[config.mk]
export PLATFORM = sky130hd
export DESIGN_NAME = spi_stream_arbiter
export DESIGN_NICKNAME = d
export VERILOG_FILES = /design/src/rtl/spi_stream_arbiter.sv
export SDC_FILE = /design/constraint.sdc
export NUM_CORES = 1
export LEC_CHECK = 0
export CORE_MARGIN = 10
export CORE_UTILIZATION = 55
export CTS_CLUSTER_SIZE = 8
export DETAILED_ROUTE_END_ITERATION = 8
export PLACE_DENSITY = 0.78
export SYNTH_ARGS = -nofsm -noshare
export SYNTH_HDL_FRONTEND = slang
export SYNTH_SLANG_ARGS = --single-unit
[constraint.sdc]
create_clock -name CLK_40 -period 6 [get_ports CLK_40]
set_input_delay 1.2 -clock CLK_40 [delete_from_list [all_inputs] [get_ports CLK_40]]
set_output_delay 1.2 -clock CLK_40 [all_outputs]
set_load 0.02 [all_outputs]
[src/rtl/spi_stream_arbiter.sv]
// ============================================================================
// Module   : spi_stream_arbiter
// Purpose  : Chooses one DATA_FSM transfer at a time between audio FIFO refill
//            and video bank requests, with a chip-select gap and a watchdog.
// Revision : 1.0 - initial release
// ============================================================================
`default_nettype none

module spi_stream_arbiter #(
  parameter int AUD_LOW_WATER  = 64,
  parameter int AUD_HIGH_WATER = 192,
  parameter int MAX_AUD_RUN    = 4,
  parameter int GAP_CYCLES     = 8,
  parameter int TIMEOUT_CYCLES = 1_000_000
) (
  input  logic       CLK_40,
  input  logic       reset_n,
  input  logic       enable,
  input  logic       vid_req,
  input  logic [8:0] aud_level,
  input  logic       xfer_done,
  output logic       start_req,
  output logic       xfer_is_audio,
  output logic       xfer_active,
  output logic       vid_ack,
  output logic       timeout_err,
  output logic [7:0] err_count
);

  localparam logic [1:0] c_IDLE  = 2'd0;
  localparam logic [1:0] c_GRANT = 2'd1;
  localparam logic [1:0] c_XFER  = 2'd2;
  localparam logic [1:0] c_GAP   = 2'd3;

  localparam int c_TMO_W   = $clog2(TIMEOUT_CYCLES + 1);
  localparam int c_GAP_LEN = (GAP_CYCLES == 0) ? 1 : GAP_CYCLES;
  localparam int c_GAP_W   = $clog2(c_GAP_LEN + 1);
  localparam int c_RUN_W   = $clog2(MAX_AUD_RUN + 1);

  localparam logic [8:0]         c_LOW_WATER  = 9'(AUD_LOW_WATER);
  localparam logic [8:0]         c_HIGH_WATER = 9'(AUD_HIGH_WATER);
  localparam logic [c_TMO_W-1:0] c_TMO_LAST   = c_TMO_W'(TIMEOUT_CYCLES - 1);
  localparam logic [c_GAP_W-1:0] c_GAP_LAST   = c_GAP_W'(c_GAP_LEN - 1);
  localparam logic [c_RUN_W-1:0] c_RUN_MAX    = c_RUN_W'(MAX_AUD_RUN);

  logic [1:0]         r_state;
  logic               r_armed;
  logic               r_vid_pending;
  logic [c_RUN_W-1:0] r_aud_run;
  logic [c_TMO_W-1:0] r_tmo_cnt;
  logic [c_GAP_W-1:0] r_gap_cnt;
  logic               r_xfer_is_audio;
  logic               r_timeout_err;
  logic [7:0]         r_err_count;

  logic w_aud_need;
  logic w_aud_urgent;
  logic w_pick;
  logic w_pick_audio;
  logic w_vid_grant;
  logic w_aud_grant;
  logic w_done;
  logic w_timeout;

  assign w_aud_need   = (aud_level < c_HIGH_WATER);
  assign w_aud_urgent = (aud_level < c_LOW_WATER);

  // r_armed holds off the first decision until one edge after reset release
  always_comb begin
    w_pick       = 1'b0;
    w_pick_audio = 1'b0;
    if ((r_state == c_IDLE) && enable && r_armed) begin
      if (r_vid_pending && (r_aud_run == c_RUN_MAX)) begin
        w_pick = 1'b1;
      end else if (w_aud_urgent) begin
        w_pick       = 1'b1;
        w_pick_audio = 1'b1;
      end else if (r_vid_pending) begin
        w_pick = 1'b1;
      end else if (w_aud_need) begin
        w_pick       = 1'b1;
        w_pick_audio = 1'b1;
      end
    end
  end

  assign w_vid_grant = w_pick & ~w_pick_audio;
  assign w_aud_grant = w_pick &  w_pick_audio;
  assign w_done      = (r_state == c_XFER) && xfer_done;
  assign w_timeout   = (r_state == c_XFER) && !xfer_done && (r_tmo_cnt == c_TMO_LAST);

  always_ff @(posedge CLK_40 or negedge reset_n) begin
    if (!reset_n) begin
      r_state         <= c_IDLE;
      r_armed         <= 1'b0;
      r_tmo_cnt       <= '0;
      r_gap_cnt       <= '0;
      r_xfer_is_audio <= 1'b0;
    end else begin
      r_armed <= 1'b1;
      case (r_state)
        c_IDLE: begin
          if (w_pick) begin
            r_state         <= c_GRANT;
            r_xfer_is_audio <= w_pick_audio;
            r_tmo_cnt       <= '0;
          end
        end
        c_GRANT: begin
          r_state   <= c_XFER;
          r_tmo_cnt <= r_tmo_cnt + c_TMO_W'(1);
        end
        c_XFER: begin
          if (w_done || w_timeout) begin
            r_state   <= c_GAP;
            r_gap_cnt <= '0;
          end else begin
            r_tmo_cnt <= r_tmo_cnt + c_TMO_W'(1);
          end
        end
        default: begin
          if (r_gap_cnt == c_GAP_LAST) begin
            r_state <= c_IDLE;
          end else begin
            r_gap_cnt <= r_gap_cnt + c_GAP_W'(1);
          end
        end
      endcase
    end
  end

  // A new request wins over a same-cycle grant; a timed-out video transfer re-arms itself
  always_ff @(posedge CLK_40 or negedge reset_n) begin
    if (!reset_n) begin
      r_vid_pending <= 1'b0;
      r_aud_run     <= '0;
      r_timeout_err <= 1'b0;
      r_err_count   <= 8'd0;
    end else begin
      if (vid_req || (w_timeout && !r_xfer_is_audio)) begin
        r_vid_pending <= 1'b1;
      end else if (w_vid_grant) begin
        r_vid_pending <= 1'b0;
      end

      if (w_vid_grant || !r_vid_pending) begin
        r_aud_run <= '0;
      end else if (w_aud_grant && (r_aud_run != c_RUN_MAX)) begin
        r_aud_run <= r_aud_run + c_RUN_W'(1);
      end

      if (w_timeout) begin
        r_timeout_err <= 1'b1;
        if (r_err_count != 8'hFF) begin
          r_err_count <= r_err_count + 8'd1;
        end
      end
    end
  end

  assign start_req     = (r_state == c_GRANT);
  assign xfer_active   = (r_state == c_GRANT) || (r_state == c_XFER);
  assign vid_ack       = w_done && !r_xfer_is_audio;
  assign xfer_is_audio = r_xfer_is_audio;
  assign timeout_err   = r_timeout_err;
  assign err_count     = r_err_count;

endmodule

`default_nettype wire

-- After elaboration in Yosys (flattened, before gate mapping)
Index checks and enable logic that the tools add are counted.
- muxes and demuxes: 23
- reduce and logical (&&, ||, !) cells: 27
- add/subtract/negate cells: 4
- bitwise gates (word level): 4
- eq/ne operators: 11
- order comparisons: 2
- operator list (operator ; number):
    one-hot mux 20 bit (3 select lines) ; 1
    two-way mux 20 bit ; 2
    adder 20 x 1 -> 20 bit (second input constant) ; 1
    equality test 20 bit (second input constant) ; 1
    two-way mux 1 bit ; 11
    logical AND 1 bit ; 9
    < comparator 9 x 7 -> 1 bit (second input constant) ; 1
    < comparator 9 x 8 -> 1 bit (second input constant) ; 1
    AND reduction 3 bit ; 3
    adder 8 x 1 -> 8 bit (second input constant) ; 1
    two-way mux 4 bit ; 2
    != test 8 bit (second input constant) ; 1
    one-hot mux 4 bit (2 select lines) ; 1
    two-way mux 2 bit ; 3
    two-way mux 3 bit ; 2
    != test 2 bit (second input constant) ; 3
    one-hot mux 2 bit (3 select lines) ; 1
    adder 4 x 1 -> 4 bit (second input constant) ; 1
    equality test 4 x 3 -> 1 bit (second input constant) ; 1
    logical OR 1 bit ; 4
    AND reduction 2 bit ; 2
    nonzero test 2 bit ; 2
    nonzero test 4 bit ; 1
    adder 3 x 1 -> 3 bit (second input constant) ; 1
    other kinds (11) ; 15
- logic and storage cells: 80
- input bits: 14
- output and inout port bits: 13
- register bits: 41

-- Depth between registers and ports, before layout
- depth in word-level cells: 10
- mapped depth: 10

-- Least setup slack after synthesis
OpenSTA, ideal clock, no wires.
- path kind: input-to-output
- start point: in xfer_done
- end point: out vid_ack
- data arrival time: 1.522 ns
- path slack: 3.278 ns
- cell stages on the path: 2
- cell sequence: nand2_1 > nor2_1
- longest elaborated chain between the ends: 2
- RTL lines (what ; RTL line ; source):
    start: declaration ; 21 ; input logic xfer_done,
    logical AND 1 bit ; 89 ; assign w_done = (r_state == c_XFER) && xfer_done;
    logical AND 1 bit ; 163 ; assign vid_ack = w_done && !r_xfer_is_audio;
    end: declaration ; 25 ; output logic vid_ack,
No other way between the ends.

-- Worst setup path after layout
Same ends and word-level chain as after synthesis.

==> results.md <==
* Result of the run: finished, final reports clean
* Internal Power at 622 uW
* Total of warnings raised by yosys at 0
* Drt total wl at around 5400 um
* Starting utilization of the core area at 0.566
* DIE HEIGHT at 86.9 um
* Most common cell on crit path: clkdlybuf4s50_1
* Number of optimization iterations in the first detailed-route pass at 4
* Number of synthesized register bits at 41
* Number of port buffers at 20
* Count of flip-flops with a built-in enable after synthesis at 0
* Crit path cell chain: clkdlybuf4s50_1 > nand2_1 > nor2_1 > clkdlybuf4s50_1
* Total via count after detailed routing at 2039
* Class of the tightest hold or removal check: reg2reg
* Number of filler cells placed in the layout at 363
* Power Density at 386 nW/um2
* RD Place Congestion at about 0.8
* Routed length per placed instance at 16.4 um
* Maximum single-stage delay on the critical path at 0.61 ns
* Cell row count at 24
* CTS buffer count at 5
* Peak ir drop on the vdd network at 246 uV
* Leakage at between 1 and 1.5 nW
* Startpoint type of the worst setup path: input pin
* Switching part of the total power at 0.421
* TritonCTS clock tree: yes
* Sequential-to-total area share from yosys stat at 0.416
* Largest net degree at the start of global routing at 42
* CTS root buffer: clkbuf_8
* CP Class: in2out
* Number of gates given a new drive strength after cts at 0
* CP Capture Type: primary output
* Proportion of register bits with asynchronous set or reset after synthesis at 1.00
* MaxCap Viol Count at 0
* H-tree levels at 2
* Number of antenna violations at the first check in global routing at 0
* Count of buffer and inverter cells on the critical path at 2
* Setup tns final at 0 ns
* Design Power at 1.07 mW
* Combined global-route utilization of all metal layers at 0.150
* DRC violations left at 0
* Number of distinct library cells after synthesis at 55
* Headroom to the max-slew limit at 0.402
* Clock-pin slew reported for the worst setup and hold paths after clock tree synthesis at 0.08 ns
* HPWL reported at the end of detailed placement at 3750 um
* Final Hold Violating Endpoints at 0
* Cell type of the slowest stage on the worst timing path: clkdlybuf4s50_1
* Total number of clock tree sinks at 41
* Layout area overhead at 12.8%
* Total inserted antenna cells at 0
* Synthesized instance count at 260
* Critical path peak fanout at 6
* Wire length of the first global-routing pass at 9450 um
* Die span in x at 86.9 um
* Mean number of vias per cell at 6.24
* Transition time at the pin with the least slew margin at 0.897 ns
* Clock latency reported for the late side of the worst-skew pair at 0.30 ns
* Setup Fix Bufs, Post-CTS at 0
* Period minus WS final at 3.75 ns
* Number of max-slew violations in the final report at 0
* Final worst-path cycle share at 0.626
* Commonest cells after routing, fill and taps aside: dfrtp_1, o31ai_1, nand2_1, clkdlybuf4s50_1, nand3_1
* Core ar. at 4350 um2
* Number of nets in the synthesized netlist at 283
* Number of nets still failing antenna checks after routing at 0
* Die Footprint at 7560 um2
* Most common cell after layout, fill and taps aside: dfrtp_1
* Count of boundary I/O pins at 27
* Net switching power of the design at 452 uW
* Via count of the first global-routing pass at 1976
* DRT iter0 DRCs at 117
* Net count reported at finish at ~300
* CP Data Arrival Time at around 2.6 ns
* Unrepaired setup endpoints after global routing: no
* Post-CTS Hold Buffers at 0
* Most frequently used flop master after synthesis: dfrtp_1
* Family of cells with the greatest summed delay on the critical path: buffers and inverters
* Mean cell area of the mapped netlist at roughly 9.5 um2
* Required time of the critical path at approximately 4.8 ns
* Power share of the clock group at 0.218
* Worst clock skew on the final layout at 0.00371 ns
* Post-synthesis instance area at 2460 um2
* Combinational power share at 0.445
* Finish-stage setup viols at 0
* Flop pwr share at 0.337
* Share of post-route cells with drive strength above 1 at 0.0836
* Buffers from clock root to sink, at most at 2
* Peak clock frequency supported by timing at roughly 270 MHz
* Congestion Overflow GR at 0
==> per-layer routing <==
metal	share of wire	vias up	GRT usage	routed length [um]
met3	0.049	8	0.0356	261
li1	-	1002	-	-
met2	0.47	34	0.233	2490
met5	0	-	0	0
met4	0.014	0	0.0574	76
met1	0.47	995	0.197	2520
==> flip-flops by register name, indices dropped and copies added (netlist names) <==
name and count:
r_tmo_cnt 20, xfer_is_audio 1, r_gap_cnt 4, r_aud_run 3
r_armed 1, err_count 8, timeout_err 1, r_vid_pending 1
r_state 2
==> synthesized netlist by cell type, types with 2 or more instances <==
cell | n | share of area
a21oi_1 | 11 | 0.022
a31oi_1 | 3 | 0.0076
and2_1 | 7 | 0.018
and3_1 | 5 | 0.013
and4_1 | 4 | 0.014
buf_2 | 5 | 0.010
buf_6 | 2 | 0.0091
clkbuf_1 | 6 | 0.0091
dfrtp_1 | 41 | 0.42
ha_1 | 9 | 0.046
inv_1 | 9 | 0.014
mux2i_1 | 3 | 0.012
nand2_1 | 22 | 0.034
nand2b_1 | 2 | 0.0051
nand3_1 | 14 | 0.028
nand3_2 | 2 | 0.0081
nand4_1 | 13 | 0.033
nor2_1 | 12 | 0.018
nor3_1 | 4 | 0.0081
nor4_1 | 2 | 0.0051
nor4bb_1 | 4 | 0.016
o21ai_0 | 12 | 0.024
o21ai_1 | 2 | 0.0041
o2bb2ai_1 | 2 | 0.0071
o31ai_1 | 28 | 0.085
or4_1 | 2 | 0.0061
xnor2_1 | 6 | 0.021
==> power groups by stage <==
| stage | Combinational (mW) | Sequential [mW] | Clock [mW] |
|---|---|---|---|
| after floorplan | 0.371 | 0.360 | 0 |
| after global placement | 0.468 | 0.363 | 0 |
| after detailed placement | 0.478 | 0.368 | 0 |
| after CTS | 0.480 | 0.362 | 0.238 |
| after global routing | 0.542 | 0.371 | 0.248 |
| final | 0.478 | 0.362 | 0.234 |
==> stage by stage <==
stage / utilization / cells / cell area [um2] / worst slack, ns / hold WS (ns)
5_1_grt: 0.639 / 327 / 2780 / 2.18 / 0.488
2_1_floorplan: - / 260 / 2460 / 3.28 / 0.471
3_5_place_dp: 0.611 / 319 / 2660 / 2.25 / 0.454
6_report: 0.639 / 327 / 2780 / 2.25 / 0.477
4_1_cts: 0.639 / 327 / 2780 / 2.25 / 0.474
3_3_place_gp: 0.611 / 319 / 2660 / 2.25 / 0.449
==> logic make-up after synthesis <==
| family | after synthesis | share of synthesized area |
|---|---|---|
| mux | 4 | 0.0168 |
| xor+xnor | 7 | 0.0249 |
| other cells | 1 | 0.00152 |
| simple gates | 107 | 0.266 |
| fa+ha+maj | 9 | 0.0457 |
| flops | 41 | 0.416 |
| compound gates | 68 | 0.184 |
| buf+inv | 23 | 0.0452 |
==> area by class of cell <==
cell class              instances  area, um2  area share
multi-input cells             196       1330       0.479
inverters                       9       33.8      0.0122
repair buffers                 21        203      0.0729
well taps                      52       65.1      0.0234
clock inverters                 2       37.5      0.0135
flip-flops and latches         41       1030       0.369
clock buffers                   6       82.6      0.0297
==> final timing paths <==
check | slack [ns] | start | endpoint | cells past startpoint
min in group asynchronous | 1.02 | reset_n | r_aud_run[2]$_DFFE_PN0P_ | 1
worst min-delay path | 0.48 | timeout_err$_DFFE_PN0P_ | timeout_err$_DFFE_PN0P_ | 1
worst max-delay path | 2.25 | xfer_done | vid_ack | 4
worst min register to register | 0.48 | timeout_err$_DFFE_PN0P_ | timeout_err$_DFFE_PN0P_ | 1
max in group asynchronous | 4.41 | reset_n | err_count[1]$_DFFE_PN0P_ | 1
worst max register to register | 3.42 | r_state[0]$_DFFE_PN0P_ | r_tmo_cnt[19]$_DFFE_PN0P_ | 7
Note: power is estimated with default switching activity, not from simulation.
==> RTL change 1: new RTL, config.mk and constraints unchanged <==
Set the parameter `MAX_AUD_RUN` to 16 (it was 4).
--- a/src/rtl/spi_stream_arbiter.sv
+++ b/src/rtl/spi_stream_arbiter.sv
@@ -9,7 +9,7 @@
 module spi_stream_arbiter #(
   parameter int AUD_LOW_WATER  = 64,
   parameter int AUD_HIGH_WATER = 192,
-  parameter int MAX_AUD_RUN    = 4,
+  parameter int MAX_AUD_RUN    = 16,
   parameter int GAP_CYCLES     = 8,
   parameter int TIMEOUT_CYCLES = 1_000_000
 ) (
Function: no difference found for any inputs over 10 cycles, from zero or initial values and one cycle with reset_n low; that may be too few to reach the edited logic, so the function may still have changed.
==> RTL change 1 against the original RTL <==
Area after synthesis is 1.0% higher. Clock power is 19% lower. Core utilization is 0.37 points higher. Setup slack better by 0.085 ns. Sequential cell count is 2 higher. Routed wire length is 0.92% higher. Final area is 0.58% higher. First-iteration DRC count is 3.4% higher. Power is 2.0% higher. Critical endpoint unchanged. Largest cell class unchanged.
==> RTL change 1: results (changes against the original RTL) <==
| Metric | Value |
|---|---|
| Status | `completed` |
| Worst slack, placed | `2.31 ns (+0.0652 ns)` |
| Design area | `2800 µm² (+0.58%)` |
| Adder-Cell Fraction of Synth Area | `4.52% (-0.046 points)` |
| Reg2reg path depth | `8 (+1)` |
| Distinct cells, synth | `49 (-11%)` |
| Vias/cell | `6.27 (+0.51%)` |
| Worst reg2reg path endpoint | `r_tmo_cnt[13]$_DFFE_PN0P_` |
| CP arrival | `2.47 ns (-0.08 ns)` |
| Hpwl dp | `3.67 mm (-1.9%)` |
| Vias in the first global route | `2029 (+2.7%)` |
| FF-to-FF setup slack | `3.28 ns (-0.14 ns)` |
| Max FO, Critical Path | `4 (-2)` |
| Complex-gate fraction of the synthesized area | `24.9% (+6.5 points)` |
| Fin crit share | `61.1% (-1.4 points)` |
| LEAKAGE | `0.00117 µW (+0.13%)` |
| Synth area leaders | `dfrtp_1 (43%), o31ai_1 (7.8%), nand3_1 (4.8%)` |
| Largest net degree at the start of global routing | `44 (+4.8%)` |
| Fin cells | `329 (+0.61%)` |
| Filler Cells Inserted | `370 (+1.9%)` |
| RD Place Congestion | `0.840 (+4.6%)` |
| Synth Area in XOR/XNOR | `1.76% (-0.73 points)` |
| Starting DRT DRC Count | `121 (+3.4%)` |
| Total GRT Usage | `14.9% (-0.12 points)` |
| Clk pwr | `189 µW (-19%)` |
| Layout cells sized above 1 | `6.86% (-1.5 points)` |
| DR WL/cell | `16.4 µm (+0.30%)` |
| Synth cell count leaders | `dfrtp_1 (43), o31ai_1 (26), nand3_1 (24)` |
| Placed insts | `322 (+0.94%)` |
| Reg2reg start | `r_state[0]$_DFFE_PN0P_` |
| Internal Power | `616 µW (-1.0%)` |
| Max Clock Skew | `0.00482 ns (+0.00112 ns)` |
| WHS | `0.470 ns (-0.00732 ns)` |
| Part of the Yosys area used for sequential elements | `43.2% (+1.6 points)` |
| Rel. slew slack | `35.9% (-4.3 points)` |
| Final nets | `300 (+1.0%)` |
| Cell area after placement | `2710 µm² (+1.8%)` |
| Multiplexer share of the synthesized area | `1.66% (-0.017 points)` |
| Combinational share of power | `48.9% (+4.4 points)` |
| VDD IR-drop max | `0.337 mV (+37%)` |
RTL change 1: changes by cell type in the layout (fill, tap and decap cells not counted), moves of 6 or more:
cell	delta
nand4_1	-11
nand2_1	-6
nand3_1	+10
o21ai_0	+9
a21oi_1	-6
RTL change 1: area by class of cell:
class	instances	area share [%]
Clock buffer	6	2.95
Clock inverter	1	0.179
Timing Repair Buffer	21	7.25
Inverter	8	1.07
Sequential cell	43	38.5
Tap cell	52	2.33
Multi-Input combinational cell	198	47.7
RTL change 1: worst max-delay path by stage:
stage	to	from
floorplan	vid_ack	xfer_done
global placement	vid_ack	xfer_done
detailed placement	vid_ack	xfer_done
CTS	vid_ack	xfer_done
global route	vid_ack	xfer_done
finish	vid_ack	xfer_done
RTL change 1: per-layer routing:
layer	GRT usage (%)	share of wire, %
met1	18.7	47
met2	24.2	46
met3	3.56	5.2
met4	5.65	1.8
met5	0	0
==> RTL change 2: new RTL, same flow settings <==
Made on the original files. Reset style: synchronous (`reset_n`), changed in 2 clocked blocks.
--- a/src/rtl/spi_stream_arbiter.sv
+++ b/src/rtl/spi_stream_arbiter.sv
@@ -89,7 +89,7 @@
   assign w_done      = (r_state == c_XFER) && xfer_done;
   assign w_timeout   = (r_state == c_XFER) && !xfer_done && (r_tmo_cnt == c_TMO_LAST);
 
-  always_ff @(posedge CLK_40 or negedge reset_n) begin
+  always_ff @(posedge CLK_40) begin
     if (!reset_n) begin
       r_state         <= c_IDLE;
       r_armed         <= 1'b0;
@@ -130,7 +130,7 @@
   end
 
   // A new request wins over a same-cycle grant; a timed-out video transfer re-arms itself
-  always_ff @(posedge CLK_40 or negedge reset_n) begin
+  always_ff @(posedge CLK_40) begin
     if (!reset_n) begin
       r_vid_pending <= 1'b0;
       r_aud_run     <= '0;
Function: differs if reset_n is asserted again (counterexample within 4 cycles, from zero or initial values and one cycle with reset_n low); with reset_n held inactive, the same outputs for 10 cycles.
==> RTL change 2 against the original RTL <==
Final area is 0.59% lower. Routed wire length grew 4.2%. Area after synthesis fell by 2.1%. Setup slack gained 0.070 ns. Via count up 11%. Power fell by 23%. Combinational power is 45% lower. Sequential cell count stayed put. Sequential power down 19%.
==> RTL change 2: results (changes against the original RTL) <==
| Metric | Value |
|---|---|
| Final nets | `332 (+12%)` |
| Filler Cells Inserted | `368 (+1.4%)` |
| Total GRT Usage | `15.3% (+0.31 points)` |
| Vias/cell | `6.27 (+0.48%)` |
| Syn nets | `318 (+12%)` |
| Worst Hold End | `r_gap_cnt[1]$_SDFFE_PN0P_` |
| Psw | `290 µW (-36%)` |
| Clk buf depth | `2 (unchanged)` |
| LEAKAGE | `0.000953 µW (-18%)` |
| Synth Area in XOR/XNOR | `1.09% (-1.4 points)` |
| Synth area leaders | `dfxtp_1 (34%), nand3_1 (5.6%), nand2_1 (4.8%)` |
| WHS Path Cells | `2 (+1)` |
| Seq pwr share | `35.8% (+2.1 points)` |
| Placed insts | `354 (+11%)` |
| Comb pwr | `261 µW (-45%)` |
| Vias in the first global route | `2015 (+2.0%)` |
| Status | `completed` |
| Complex-gate fraction of the synthesized area | `17.4% (-1.0 points)` |
| VDD IR-drop max | `0.163 mV (-34%)` |
| Distinct cells, synth | `58 (+5.5%)` |
| FMAX | `271 MHz (+1.9%)` |
| Adder-Cell Fraction of Synth Area | `4.67% (+0.097 points)` |
| Max Clock Skew | `0.00509 ns (+0.00138 ns)` |
| FF-to-FF setup slack | `3.33 ns (-0.09 ns)` |
| Largest net degree at the start of global routing | `39 (-7.1%)` |
| Fin cells | `362 (+11%)` |
| CP arrival | `2.48 ns (-0.07 ns)` |
| Cell area after placement | `2630 µm² (-1.3%)` |
| Multiplexer share of the synthesized area | `2.54% (+0.87 points)` |
| Max FO, Critical Path | `3 (-3)` |
| Worst Min Path Start | `r_gap_cnt[1]$_SDFFE_PN0P_` |
| Starting DRT DRC Count | `185 (+58%)` |
| Initial Util | `56.2% (-0.40 points)` |
| Part of the Yosys area used for sequential elements | `34.0% (-7.6 points)` |
| First-pass GRT wire length | `9.67 mm (+2.3%)` |
| Mean Syn Cell Area | `8.18 µm² (-14%)` |
| Worst reg2reg path endpoint | `r_tmo_cnt[12]$_SDFFE_PN0P_` |
| RD Place Congestion | `0.858 (+6.8%)` |
| Total power | `825 µW (-23%)` |
| Reg2reg start | `r_state[0]$_SDFFE_PN0P_` |
| Async set or reset register ratio after synthesis | `0% (-100 points)` |
RTL change 2: cell type report:
class | count | area, µm² | area share (%)
Timing Repair Buffer | 22 | 215 | 7.79
Inverter | 11 | 41.3 | 1.49
Sequential cell | 41 | 821 | 29.7
Clock buffer | 5 | 68.8 | 2.49
Multi-Input combinational cell | 228 | 1480 | 53.7
Tap cell | 52 | 65.1 | 2.35
Clock inverter | 3 | 68.8 | 2.49
RTL change 2: per-stage QoR:
step	hold slack, ns	util [%]
finish	0.479	64.4
global route	0.517	64.4
CTS	0.481	64.4
detailed placement	0.469	61.2
global placement	0.455	61.2
floorplan	0.449	-
RTL change 2: metal layers:
layer	vias to the layer above	track usage (%)	part of all wire, %
met5	-	0	0
met4	0	3.98	0.97
met3	7	4.41	5.6
met2	49	24.3	47
met1	1066	20.0	47
li1	1146	-	-
RTL change 2: worst max-delay path, cell delays in order:
cell and delay, ns:
clkdlybuf4s50_1 0.49, nand2_1 0.07, nor2_1 0.10, clkdlybuf4s50_1 0.61
